## src/rtl/wb_stage_pkg.sv

```systemverilog
// Shared constants for the RV32I write-back stage: datapath widths,
// write-back source selects and load funct3 encodings.
package wb_stage_pkg;
  localparam int XLEN     = 32;
  localparam int REG_ADDR = 5;

  localparam logic [1:0] WB_SEL_ALU = 2'b00;
  localparam logic [1:0] WB_SEL_MEM = 2'b01;
  localparam logic [1:0] WB_SEL_PC4 = 2'b10;

  localparam logic [2:0] LOAD_LB  = 3'b000;
  localparam logic [2:0] LOAD_LH  = 3'b001;
  localparam logic [2:0] LOAD_LW  = 3'b010;
  localparam logic [2:0] LOAD_LBU = 3'b100;
  localparam logic [2:0] LOAD_LHU = 3'b101;
endpackage

```

## src/rtl/wb_stage_if.sv

```systemverilog
// MEM->WB capture bus, register-file write port and decode bypass signals.
interface wb_stage_if;
  import wb_stage_pkg::*;

  logic                in_valid;
  logic                stall;
  logic                flush;
  logic                reg_write_in;
  logic [1:0]          wb_sel;
  logic [2:0]          funct3;
  logic [REG_ADDR-1:0] rd;
  logic [XLEN-1:0]     alu_result;
  logic [XLEN-1:0]     mem_rdata;
  logic [XLEN-1:0]     pc_plus4;
  logic                reg_write;
  logic [REG_ADDR-1:0] AddrD;
  logic [XLEN-1:0]     DataD;
  logic [REG_ADDR-1:0] rs1_addr;
  logic [REG_ADDR-1:0] rs2_addr;
  logic [XLEN-1:0]     rf_dataA;
  logic [XLEN-1:0]     rf_dataB;
  logic [XLEN-1:0]     fwd_dataA;
  logic [XLEN-1:0]     fwd_dataB;
  logic [63:0]         instret;

  modport slave (
    input  in_valid, stall, flush, reg_write_in, wb_sel, funct3, rd,
           alu_result, mem_rdata, pc_plus4, rs1_addr, rs2_addr, rf_dataA, rf_dataB,
    output reg_write, AddrD, DataD, fwd_dataA, fwd_dataB, instret
  );

  modport master (
    output in_valid, stall, flush, reg_write_in, wb_sel, funct3, rd,
           alu_result, mem_rdata, pc_plus4, rs1_addr, rs2_addr, rf_dataA, rf_dataB,
    input  reg_write, AddrD, DataD, fwd_dataA, fwd_dataB, instret
  );
endinterface

```

## src/rtl/wb_stage_load_align.sv

```systemverilog
// Load data alignment: picks the byte/halfword addressed within the raw word
// and sign- or zero-extends it according to funct3.
module wb_stage_load_align
  import wb_stage_pkg::*;
(
  input  logic [2:0]      funct3_i,
  input  logic [1:0]      addr_i,
  input  logic [XLEN-1:0] rdata_i,
  output logic [XLEN-1:0] data_o
);

  logic [7:0]  byte_v;
  logic [15:0] half_v;

  always_comb begin
    byte_v = rdata_i[7:0];
    case (addr_i)
      2'd1:    byte_v = rdata_i[15:8];
      2'd2:    byte_v = rdata_i[23:16];
      2'd3:    byte_v = rdata_i[31:24];
      default: byte_v = rdata_i[7:0];
    endcase
    // Halfword select ignores addr[0]; misaligned halves are not trapped here.
    half_v = addr_i[1] ? rdata_i[31:16] : rdata_i[15:0];

    data_o = rdata_i;
    case (funct3_i)
      LOAD_LB:  data_o = {{24{byte_v[7]}}, byte_v};
      LOAD_LBU: data_o = {24'd0, byte_v};
      LOAD_LH:  data_o = {{16{half_v[15]}}, half_v};
      LOAD_LHU: data_o = {16'd0, half_v};
      default:  data_o = rdata_i;
    endcase
  end

endmodule

```

## src/rtl/wb_stage.sv

```systemverilog
// MEM/WB pipeline register and write-back stage: drives the register-file
// write port, bypasses WB data to decode and counts retired instructions.
module wb_stage
  import wb_stage_pkg::*;
(
  input  logic     clk,
  input  logic     rst_n,
  wb_stage_if.slave bus
);

  logic                valid_q;
  logic                we_q;
  logic [1:0]          wb_sel_q;
  logic [2:0]          funct3_q;
  logic [REG_ADDR-1:0] rd_q;
  logic [XLEN-1:0]     alu_q;
  logic [XLEN-1:0]     mem_q;
  logic [XLEN-1:0]     pc4_q;
  logic                committed_q;
  logic [63:0]         instret_q;

  logic                fire;
  logic [XLEN-1:0]     load_val;
  logic [XLEN-1:0]     wb_data;
  logic                wr_en;

  assign fire = valid_q & ~committed_q;

  always_ff @(posedge clk or negedge rst_n) begin
    if (!rst_n) begin
      valid_q     <= 1'b0;
      we_q        <= 1'b0;
      wb_sel_q    <= WB_SEL_ALU;
      funct3_q    <= 3'd0;
      rd_q        <= '0;
      alu_q       <= '0;
      mem_q       <= '0;
      pc4_q       <= '0;
      committed_q <= 1'b0;
      instret_q   <= 64'd0;
    end else begin
      if (!bus.stall) begin
        valid_q     <= bus.in_valid & ~bus.flush;
        we_q        <= bus.reg_write_in;
        wb_sel_q    <= bus.wb_sel;
        funct3_q    <= bus.funct3;
        rd_q        <= bus.rd;
        alu_q       <= bus.alu_result;
        mem_q       <= bus.mem_rdata;
        pc4_q       <= bus.pc_plus4;
        committed_q <= 1'b0;
      end else if (bus.flush) begin
        valid_q <= 1'b0;
      end else if (fire) begin
        // A held instruction has already written; block a repeat write.
        committed_q <= 1'b1;
      end
      if (fire) begin
        instret_q <= instret_q + 64'd1;
      end
    end
  end

  wb_stage_load_align u_load_align (
    .funct3_i (funct3_q),
    .addr_i   (alu_q[1:0]),
    .rdata_i  (mem_q),
    .data_o   (load_val)
  );

  always_comb begin
    case (wb_sel_q)
      WB_SEL_MEM: wb_data = load_val;
      WB_SEL_PC4: wb_data = pc4_q;
      default:    wb_data = alu_q;
    endcase
  end

  assign wr_en = fire & we_q & (rd_q != '0);

  assign bus.reg_write = wr_en;
  assign bus.AddrD     = rd_q;
  assign bus.DataD     = wb_data;
  assign bus.instret   = instret_q;

  // wr_en already excludes x0, so x0 is never bypassed.
  assign bus.fwd_dataA = (wr_en && (rd_q == bus.rs1_addr)) ? wb_data : bus.rf_dataA;
  assign bus.fwd_dataB = (wr_en && (rd_q == bus.rs2_addr)) ? wb_data : bus.rf_dataB;

endmodule

```

## src/flat_wrapper.sv

```systemverilog
// flat-port wrapper written by rule: the top's interface ports become plain ports
module wb_stage_flat import wb_stage_pkg::*;
  (clk, rst_n, bus_in_valid, bus_stall, bus_flush, bus_reg_write_in, bus_wb_sel, bus_funct3, bus_rd, bus_alu_result, bus_mem_rdata, bus_pc_plus4, bus_rs1_addr, bus_rs2_addr, bus_rf_dataA, bus_rf_dataB, bus_reg_write, bus_AddrD, bus_DataD, bus_fwd_dataA, bus_fwd_dataB, bus_instret);
  wb_stage_if bus_i ();
  input  logic clk;
  input  logic rst_n;
  input wire logic [$bits(bus_i.in_valid)-1:0] bus_in_valid;
  input wire logic [$bits(bus_i.stall)-1:0] bus_stall;
  input wire logic [$bits(bus_i.flush)-1:0] bus_flush;
  input wire logic [$bits(bus_i.reg_write_in)-1:0] bus_reg_write_in;
  input wire logic [$bits(bus_i.wb_sel)-1:0] bus_wb_sel;
  input wire logic [$bits(bus_i.funct3)-1:0] bus_funct3;
  input wire logic [$bits(bus_i.rd)-1:0] bus_rd;
  input wire logic [$bits(bus_i.alu_result)-1:0] bus_alu_result;
  input wire logic [$bits(bus_i.mem_rdata)-1:0] bus_mem_rdata;
  input wire logic [$bits(bus_i.pc_plus4)-1:0] bus_pc_plus4;
  input wire logic [$bits(bus_i.rs1_addr)-1:0] bus_rs1_addr;
  input wire logic [$bits(bus_i.rs2_addr)-1:0] bus_rs2_addr;
  input wire logic [$bits(bus_i.rf_dataA)-1:0] bus_rf_dataA;
  input wire logic [$bits(bus_i.rf_dataB)-1:0] bus_rf_dataB;
  output wire logic [$bits(bus_i.reg_write)-1:0] bus_reg_write;
  output wire logic [$bits(bus_i.AddrD)-1:0] bus_AddrD;
  output wire logic [$bits(bus_i.DataD)-1:0] bus_DataD;
  output wire logic [$bits(bus_i.fwd_dataA)-1:0] bus_fwd_dataA;
  output wire logic [$bits(bus_i.fwd_dataB)-1:0] bus_fwd_dataB;
  output wire logic [$bits(bus_i.instret)-1:0] bus_instret;
  assign bus_i.in_valid = bus_in_valid;
  assign bus_i.stall = bus_stall;
  assign bus_i.flush = bus_flush;
  assign bus_i.reg_write_in = bus_reg_write_in;
  assign bus_i.wb_sel = bus_wb_sel;
  assign bus_i.funct3 = bus_funct3;
  assign bus_i.rd = bus_rd;
  assign bus_i.alu_result = bus_alu_result;
  assign bus_i.mem_rdata = bus_mem_rdata;
  assign bus_i.pc_plus4 = bus_pc_plus4;
  assign bus_i.rs1_addr = bus_rs1_addr;
  assign bus_i.rs2_addr = bus_rs2_addr;
  assign bus_i.rf_dataA = bus_rf_dataA;
  assign bus_i.rf_dataB = bus_rf_dataB;
  assign bus_reg_write = bus_i.reg_write;
  assign bus_AddrD = bus_i.AddrD;
  assign bus_DataD = bus_i.DataD;
  assign bus_fwd_dataA = bus_i.fwd_dataA;
  assign bus_fwd_dataB = bus_i.fwd_dataB;
  assign bus_instret = bus_i.instret;
  wb_stage u_core (.clk(clk), .rst_n(rst_n), .bus(bus_i));
endmodule
```

## config.mk

```make
export PLATFORM = sky130hd
export DESIGN_NAME = wb_stage_flat
export DESIGN_NICKNAME = d
export VERILOG_FILES = /design/src/rtl/wb_stage_pkg.sv /design/src/rtl/wb_stage_if.sv /design/src/rtl/wb_stage_load_align.sv /design/src/rtl/wb_stage.sv /design/src/flat_wrapper.sv
export SDC_FILE = /design/constraint.sdc
export NUM_CORES = 1
export LEC_CHECK = 0
export BUFFER_PORTS_ARGS = -buffer_cell sky130_fd_sc_hd__clkbuf_2
export CAP_MARGIN = 20
export CORE_ASPECT_RATIO = 1.1
export CORE_MARGIN = 4
export CORE_UTILIZATION = 45
export CTS_BUF_LIST = sky130_fd_sc_hd__clkbuf_16
export CTS_CLUSTER_DIAMETER = 30
export CTS_CLUSTER_SIZE = 12
export DETAILED_ROUTE_END_ITERATION = 12
export GPL_TIMING_DRIVEN = 0
export PLACE_DENSITY = 0.77
export SYNTH_ARGS = -nofsm -noshare
export SYNTH_HDL_FRONTEND = slang
export SYNTH_SLANG_ARGS = --single-unit
```

## constraint.sdc

```tcl
create_clock -name clk -period 2.4 [get_ports clk]
set_clock_uncertainty 0.15 [all_clocks]
set_input_delay 0.48 -clock clk [delete_from_list [all_inputs] [get_ports clk]]
set_output_delay 0.48 -clock clk [all_outputs]
set_load 0.02 [all_outputs]
```

* Word level (Yosys, flattened, before mapping) *
Index checks and enable logic that the tools add are counted.

operators by class
  eq/ne operators = 13
  reduce and logical (&&, ||, !) cells = 5
  bitwise operators = 6
  mux-type cells = 11
  $add $sub $neg = 1

operator list
  cell                     count
  $pmux W32 S4             1
  $add A64 B1 Y64 const B  1
  $mux W32                 2
  $pmux W32 S2             1
  $pmux W8 S3              1
  $mux W16                 1
  $eq A5 B5 Y1             2
  $eq A2 B2 Y1 const B     3
  $eq A3 B3 Y1 const B     2
  $mux W1                  5
  $reduce_bool A5 Y1       1
  $and A1 B1 Y1            4
  $eq A2 B1 Y1 const B     2
  $ne A2 B1 Y1 const B     2
  $eq A3 B1 Y1 const B     1
  $logic_not A3 Y1         1
  $logic_and A1 B1 Y1      2
  $ne A2 B2 Y1 const B     1
  $not A1 Y1               2
  $reduce_and A2 Y1        1

word-level totals
  bits in registers = 173
  output and inout bits = 166

* Depth between registers and ports, before layout *
  depth after elaboration = 6
  depth in mapped cells = 9

* Hierarchy *
A second synthesis with hierarchy kept.

unflattened totals
  cells, all modules = 829
  area, all modules = 9327.7 um^2

modules (own cells, without submodules)
  module               area each (um^2)  cells each  sequential area each (um^2)  times used
  wb_stage             8659.6            718         4329.2                       1
  wb_stage_load_align  668.1             111         0.0                          1

* Worst setup path before layout *
No wires, ideal clock.

  kind = reg2out
  from = register u_core.wb_sel_q[0]
  to = output port bus_fwd_dataB[27]
  cell stages (with the launch flop) = 9
  buffers on the path = 2
  path slack = -0.532 ns
  arrival = 2.302 ns
  required time = 1.770 ns
  path through = dfrtp_1 > inv_1 > ha_1 > clkbuf_1 > inv_2 > buf_1 > mux2i_1 > a21oi_1 > mux2_2

on the way
  cells in the longest elaborated chain, start to end = 3
  elaborated cells on any way between the ends = 4
  those cells by class = eq/ne (2); mux (2)

ends and longest elaborated chain
  what                                                 RTL line            RTL
  from (decl)                                          wb_stage.sv:13      logic [1:0] wb_sel_q;
  from (signal assigned)                               wb_stage.sv:45      wb_sel_q <= bus.wb_sel;
  $eq A2 B2 Y1 / $eq A2 B1 Y1 (equally long branches)  wb_stage.sv:72      case (wb_sel_q)
  $pmux W32 S2 *                                       wb_stage.sv:72
  net bus_DataD[27]                                    flat_wrapper.sv:23  output wire logic [$bits(bus_i.DataD)-1:0] bus_DataD;
  $mux W32 *                                           wb_stage.sv:88      assign bus.fwd_dataB = (wr_en && (rd_q == bus.rs2_addr)) ? wb_data : bus.rf_dataB;
  to (decl)                                            flat_wrapper.sv:25  output wire logic [$bits(bus_i.fwd_dataB)-1:0] bus_fwd_dataB;

Mark *: on every way through the listed nets, which the timed path passes. The rest lies on a longest branch.

* Worst setup path after layout *
  from = register u_core.alu_q[1]
  to = output port bus_fwd_dataA[10]

on the way
  cells in the longest elaborated chain, start to end = 5
  elaborated cells on any way between the ends = 8
  those cells by class = eq/ne (3); mux (5)

ends and longest elaborated chain
  what                                                 RTL line                   RTL
  from (decl)                                          wb_stage.sv:16             logic [XLEN-1:0] alu_q;
  from (signal assigned)                               wb_stage.sv:48             alu_q <= bus.alu_result;
  $eq A2 B2 Y1 / $eq A2 B1 Y1 (equally long branches)  wb_stage_load_align.sv:17  case (addr_i)
  $pmux W8 S3                                          wb_stage_load_align.sv:17
  $pmux W32 S4 *                                       wb_stage_load_align.sv:27  case (funct3_i)
  $pmux W32 S2 *                                       wb_stage.sv:72
  $mux W32 *                                           wb_stage.sv:87             assign bus.fwd_dataA = (wr_en && (rd_q == bus.rs1_addr)) ? wb_data : bus.rf_dataA;
  to (decl)                                            flat_wrapper.sv:24         output wire logic [$bits(bus_i.fwd_dataA)-1:0] bus_fwd_dataA;

Mark *: on every way between the ends. The rest lies on a longest branch, timed or not.

==> results.py <==
metrics = {
    "yosys": {
        "synthFlopType": "dfrtp_1",
        "syn_nets": 1038,
        "post_synth_num_cell_types": 56,
        "ys_seq_area_share_pct": 45.86,
        "async_reset_ff_share_pct": 100.0,
        "synth-seq-cells": 173,
        "yosys-top-cells-count": "dfrtp_1, mux2_2, nand2_1",
        "synthSimpleGateAreaFrac_pct": 12.84,
        "synth.area.top_cells": "dfrtp_1, mux2_2, xor2_1",
        "syn-cell-area_sq_mm": 0.009439,
        "synth_edf_count": 0,
        "synth-compound-area-share_pct": 8.484,
        "synth_top_family_by_area": "multiplexers",
        "muxShareOfSynthArea_pct": 22.56,
        "synth_area_per_cell_sq_um": 11.12,
        "synth_top_area_share_pct": 45.86,
        "yosysWarnings": 0,
        "synth_xor_area_share_pct": 6.774,
        "synthAdderAreaFrac_pct": 0.3977,
        "netlist_instances": 849,
        "yosys.area.top_type": "dfrtp_1",
        "post-synth-top-count-cell": "dfrtp_1",
    },
    "power": {
        "ir_worst_vdd_mv": 0.5177,
        "intPower_mw": 6.060,
        "comb_power_share_pct": 32.3,
        "pwr-share-seq_pct": 37.0,
        "leakage_nw": 6.788,
        "clkPwrFrac_pct": 30.8,
        "p_switching_mw": 3.089,
        "power_density_mw_per_mm2": 626.5,
        "switching_share_pct": 33.76,
    },
    "sta": {
        "period_needed_ps": 3240,
        "fin_tns_setup_ps": -62200,
        "maxSlewViolCount": 0,
        "finalCritPeriodShare_pct": 135.0,
        "hold_violations": 0,
        "setup_ws_ps": -840.1,
        "rsz0062_at_grt": "yes",
        "slew_headroom_pct": 36.29,
        "fmaxAchievable_mhz": 308.6,
        "setup_viol": 97,
        "worst_pin_slew_ps": 955.6,
    },
    "global_routing": {
        "use_met2_pct": 47.87,
        "busiest_layer": "met2",
        "grt_pass1_wl_um": 50080,
        "grt_pass1_vias": 8915,
        "met1_usage_pct": 32.11,
        "track_usage_pct": 27.24,
        "antenna_found_initial": 6,
        "grt_max_degree": 91,
        "met3_usage_pct": 8.116,
        "grt.overflow.total": 0,
    },
    "route": {
        "drc": 0,
        "dr.pass1.iters": 5,
        "ant_nets": 0,
        "vias": 8884,
        "totalWireLength_um": 34630,
        "viasPerCell": 5.739,
        "wl_per_cell_um": 22.37,
        "drtIter0Drc": 511,
    },
    "placement": {
        "placedCellCount": 1458,
        "place_congestion": 0.9162,
        "numPortBuffers": 350,
        "dp_hpwl_um": 23470,
    },
    "setup_path": {
        "arrival_ps": 2610,
        "crit_family": "multiplexers",
        "required_ps": 1770,
        "slowest_delay_ps": 510,
        "cp_max_fo": 7,
        "start_kind": "register",
        "path_common_cell": "buf_6",
        "critical_path_buf_inv_count": 2,
        "setup.worst_path.class": "reg -> out",
        "cp_cell_sequence": "buf_6 -> mux4_2 -> nor2b_4 -> o31a_4 -> a21o_1 -> mux2_4 -> buf_6",
        "end_kind": "output pin",
        "slowest_stage": "mux4_2",
    },
    "clock_network": {
        "cts_root_buf": "clkbuf_16",
        "cts.reportedPaths.clkPinSlew_ps": 70,
        "cts_made_buffers": 17,
        "htreeDepth": 4,
        "cts_tree": "built",
        "cts_buffer_depth": 2,
        "cts.sinks": 173,
        "clk-insertion-delay-late_ps": 430,
    },
    "cells_and_area": {
        "antennaDiodeCount": 0,
        "final_cells": 1548,
        "drive_gt1_share_pct": 58.98,
        "num-nets-final": 1468,
        "regArea_sq_mm": 0.004342,
        "fillers": 1401,
        "syn2layout_area_growth_pct": 54.72,
        "multi_input_area_sq_mm": 0.005742,
    },
    "job": {
        "drv_cap": 0,
    },
    "die": {
        "io_pins": 352,
        "fp-row-count": 55,
        "die-width_um": 146.1,
        "start_util_pct": 45.87,
        "dieArea_sq_mm": 0.02336,
        "core_sq_mm": 0.02058,
        "die-height_um": 159.9,
    },
    "status": {
        "violations": "negative setup slack",
        "status": "finished with violations",
    },
    "min_path": {
        "hp-class": "in -> reg",
    },
}
cell usage in the layout (no fill, tap or decap), types with 7 or more instances in the layout:
cell type	netlist	layout
xor2_1	38	38
xnor2_1	35	32
clkbuf_1	30	13
nor4_1	12	10
nand2b_1	20	16
a21oi_4	0	27
dfrtp_1	173	163
nor3_1	21	20
buf_6	0	77
inv_1	20	13
o21ai_0	16	7
clkbuf_2	0	258
clkbuf_16	0	19
and3_1	7	7
a32o_1	16	16
buf_8	0	27
mux2_2	163	123
nand4_1	20	20
buf_12	0	10
mux2i_1	26	18
mux2_4	0	41
nor2_1	24	17
nand2_1	75	73
o22ai_1	8	7
nand3_1	17	15
buf_4	6	40
a21oi_2	10	7
dfrtp_2	0	10
buf_2	7	14
timing repair:
item | 4_1_cts | 5_1_grt
endpoints found under the hold margin | 16 | 0
gates resized for setup | 172 | 301
hold buffers | 1 | 0
gates cloned | 5 | 2
setup buffers | 36 | 19
endpoints found under the setup margin | 98 | 113
pin swaps | 22 | 26
sequential cells by signal, indices dropped and copies added, names as in the netlist:
name,cells
u_core.bus.instret,64
u_core.alu_q,32
u_core.mem_q,32
u_core.pc4_q,32
u_core.bus.AddrD,5
u_core.funct3_q,3
u_core.wb_sel_q,2
u_core.committed_q,1
u_core.valid_q,1
u_core.we_q,1
stage by stage:
stage | cell area (sq um) | setup slack [ps] | power [mW] | utilization [%] | hold slack, ps
2_1_floorplan | 9826 | -272.5 | 4.727 | - | 34.41
6_report | 14600 | -840.1 | 9.149 | 70.98 | 71.82
5_1_grt | 14600 | -889.4 | 9.513 | 70.98 | 82.14
3_3_place_gp | 11900 | -2868 | 5.470 | 57.82 | 306.7
3_5_place_dp | 11960 | -825.1 | 5.529 | 58.13 | 307.8
4_1_cts | 13630 | -829.2 | 8.730 | 66.26 | 62.22
path summary, 6_finish.rpt:
path                                                     from                                 end  slack (ps)  cells after the start
max reg2reg                u_core.bus.instret[24]$_DFFE_PN0P_  u_core.bus.instret[54]$_DFFE_PN0P_         130                      6
max in group asynchronous                               rst_n         u_core.mem_q[7]$_DFFE_PN0N_         640                      3
min in group asynchronous                               rst_n  u_core.bus.instret[61]$_DFFE_PN0P_         530                      2
min                                                 bus_flush          u_core.valid_q$_DFFE_PN0P_          70                      2
max                               u_core.alu_q[1]$_DFFE_PN0N_                   bus_fwd_dataA[10]        -840                      7
min reg2reg                u_core.bus.instret[63]$_DFFE_PN0P_  u_core.bus.instret[63]$_DFFE_PN0P_         320                      1
worst register-to-register path: stages, from the launching register on:
cell     delay [ps]
dfrtp_1         450
nand4_1         270
nor4_2          430
nand4_1         250
buf_4           260
nor3_1          220
xor2_1          170
cell families (layout without fill, tap and decap cells):
| kind of cell | count (synthesis) | in the layout |
|---|---|---|
| XOR/XNOR | 73 | 73 |
| AO/OA/AOI/OAI | 109 | 109 |
| flip-flops | 173 | 173 |
| buffers and inverters | 69 | 512 |
| AND/OR/NAND/NOR | 231 | 231 |
| adder cells (fa/ha/maj) | 3 | 3 |
| multiplexers | 191 | 191 |
per-layer routing:
metal / vias up / part of all wire, % / wire length [um]
met5: - / 0.21 / 74
met4: 12 / 3.5 / 1225
met3: 85 / 7.9 / 2737
met1: 4445 / 37 / 12740
li1: 3904 / - / -
met2: 438 / 52 / 17860
layout make-up:
cell class | instances | share of cell area, %
sequential | 173 | 29.73
buffer | 45 | 2.690
clock inverter | 15 | 1.174
timing repair buffer | 414 | 21.32
multi-input combinational | 607 | 39.32
inverter | 21 | 0.6683
clock buffer | 17 | 2.913
tap | 256 | 2.193
power groups by stage:
stage	clock (mW)	combinational (mW)	sequential, mW
2_1_floorplan	0	1.32	3.41
3_3_place_gp	0	2.06	3.41
3_5_place_dp	0	2.11	3.41
4_1_cts	2.87	2.50	3.36
5_1_grt	3.00	3.11	3.40
6_report	2.82	2.95	3.38
Note: power is estimated with default switching activity, not from simulation.
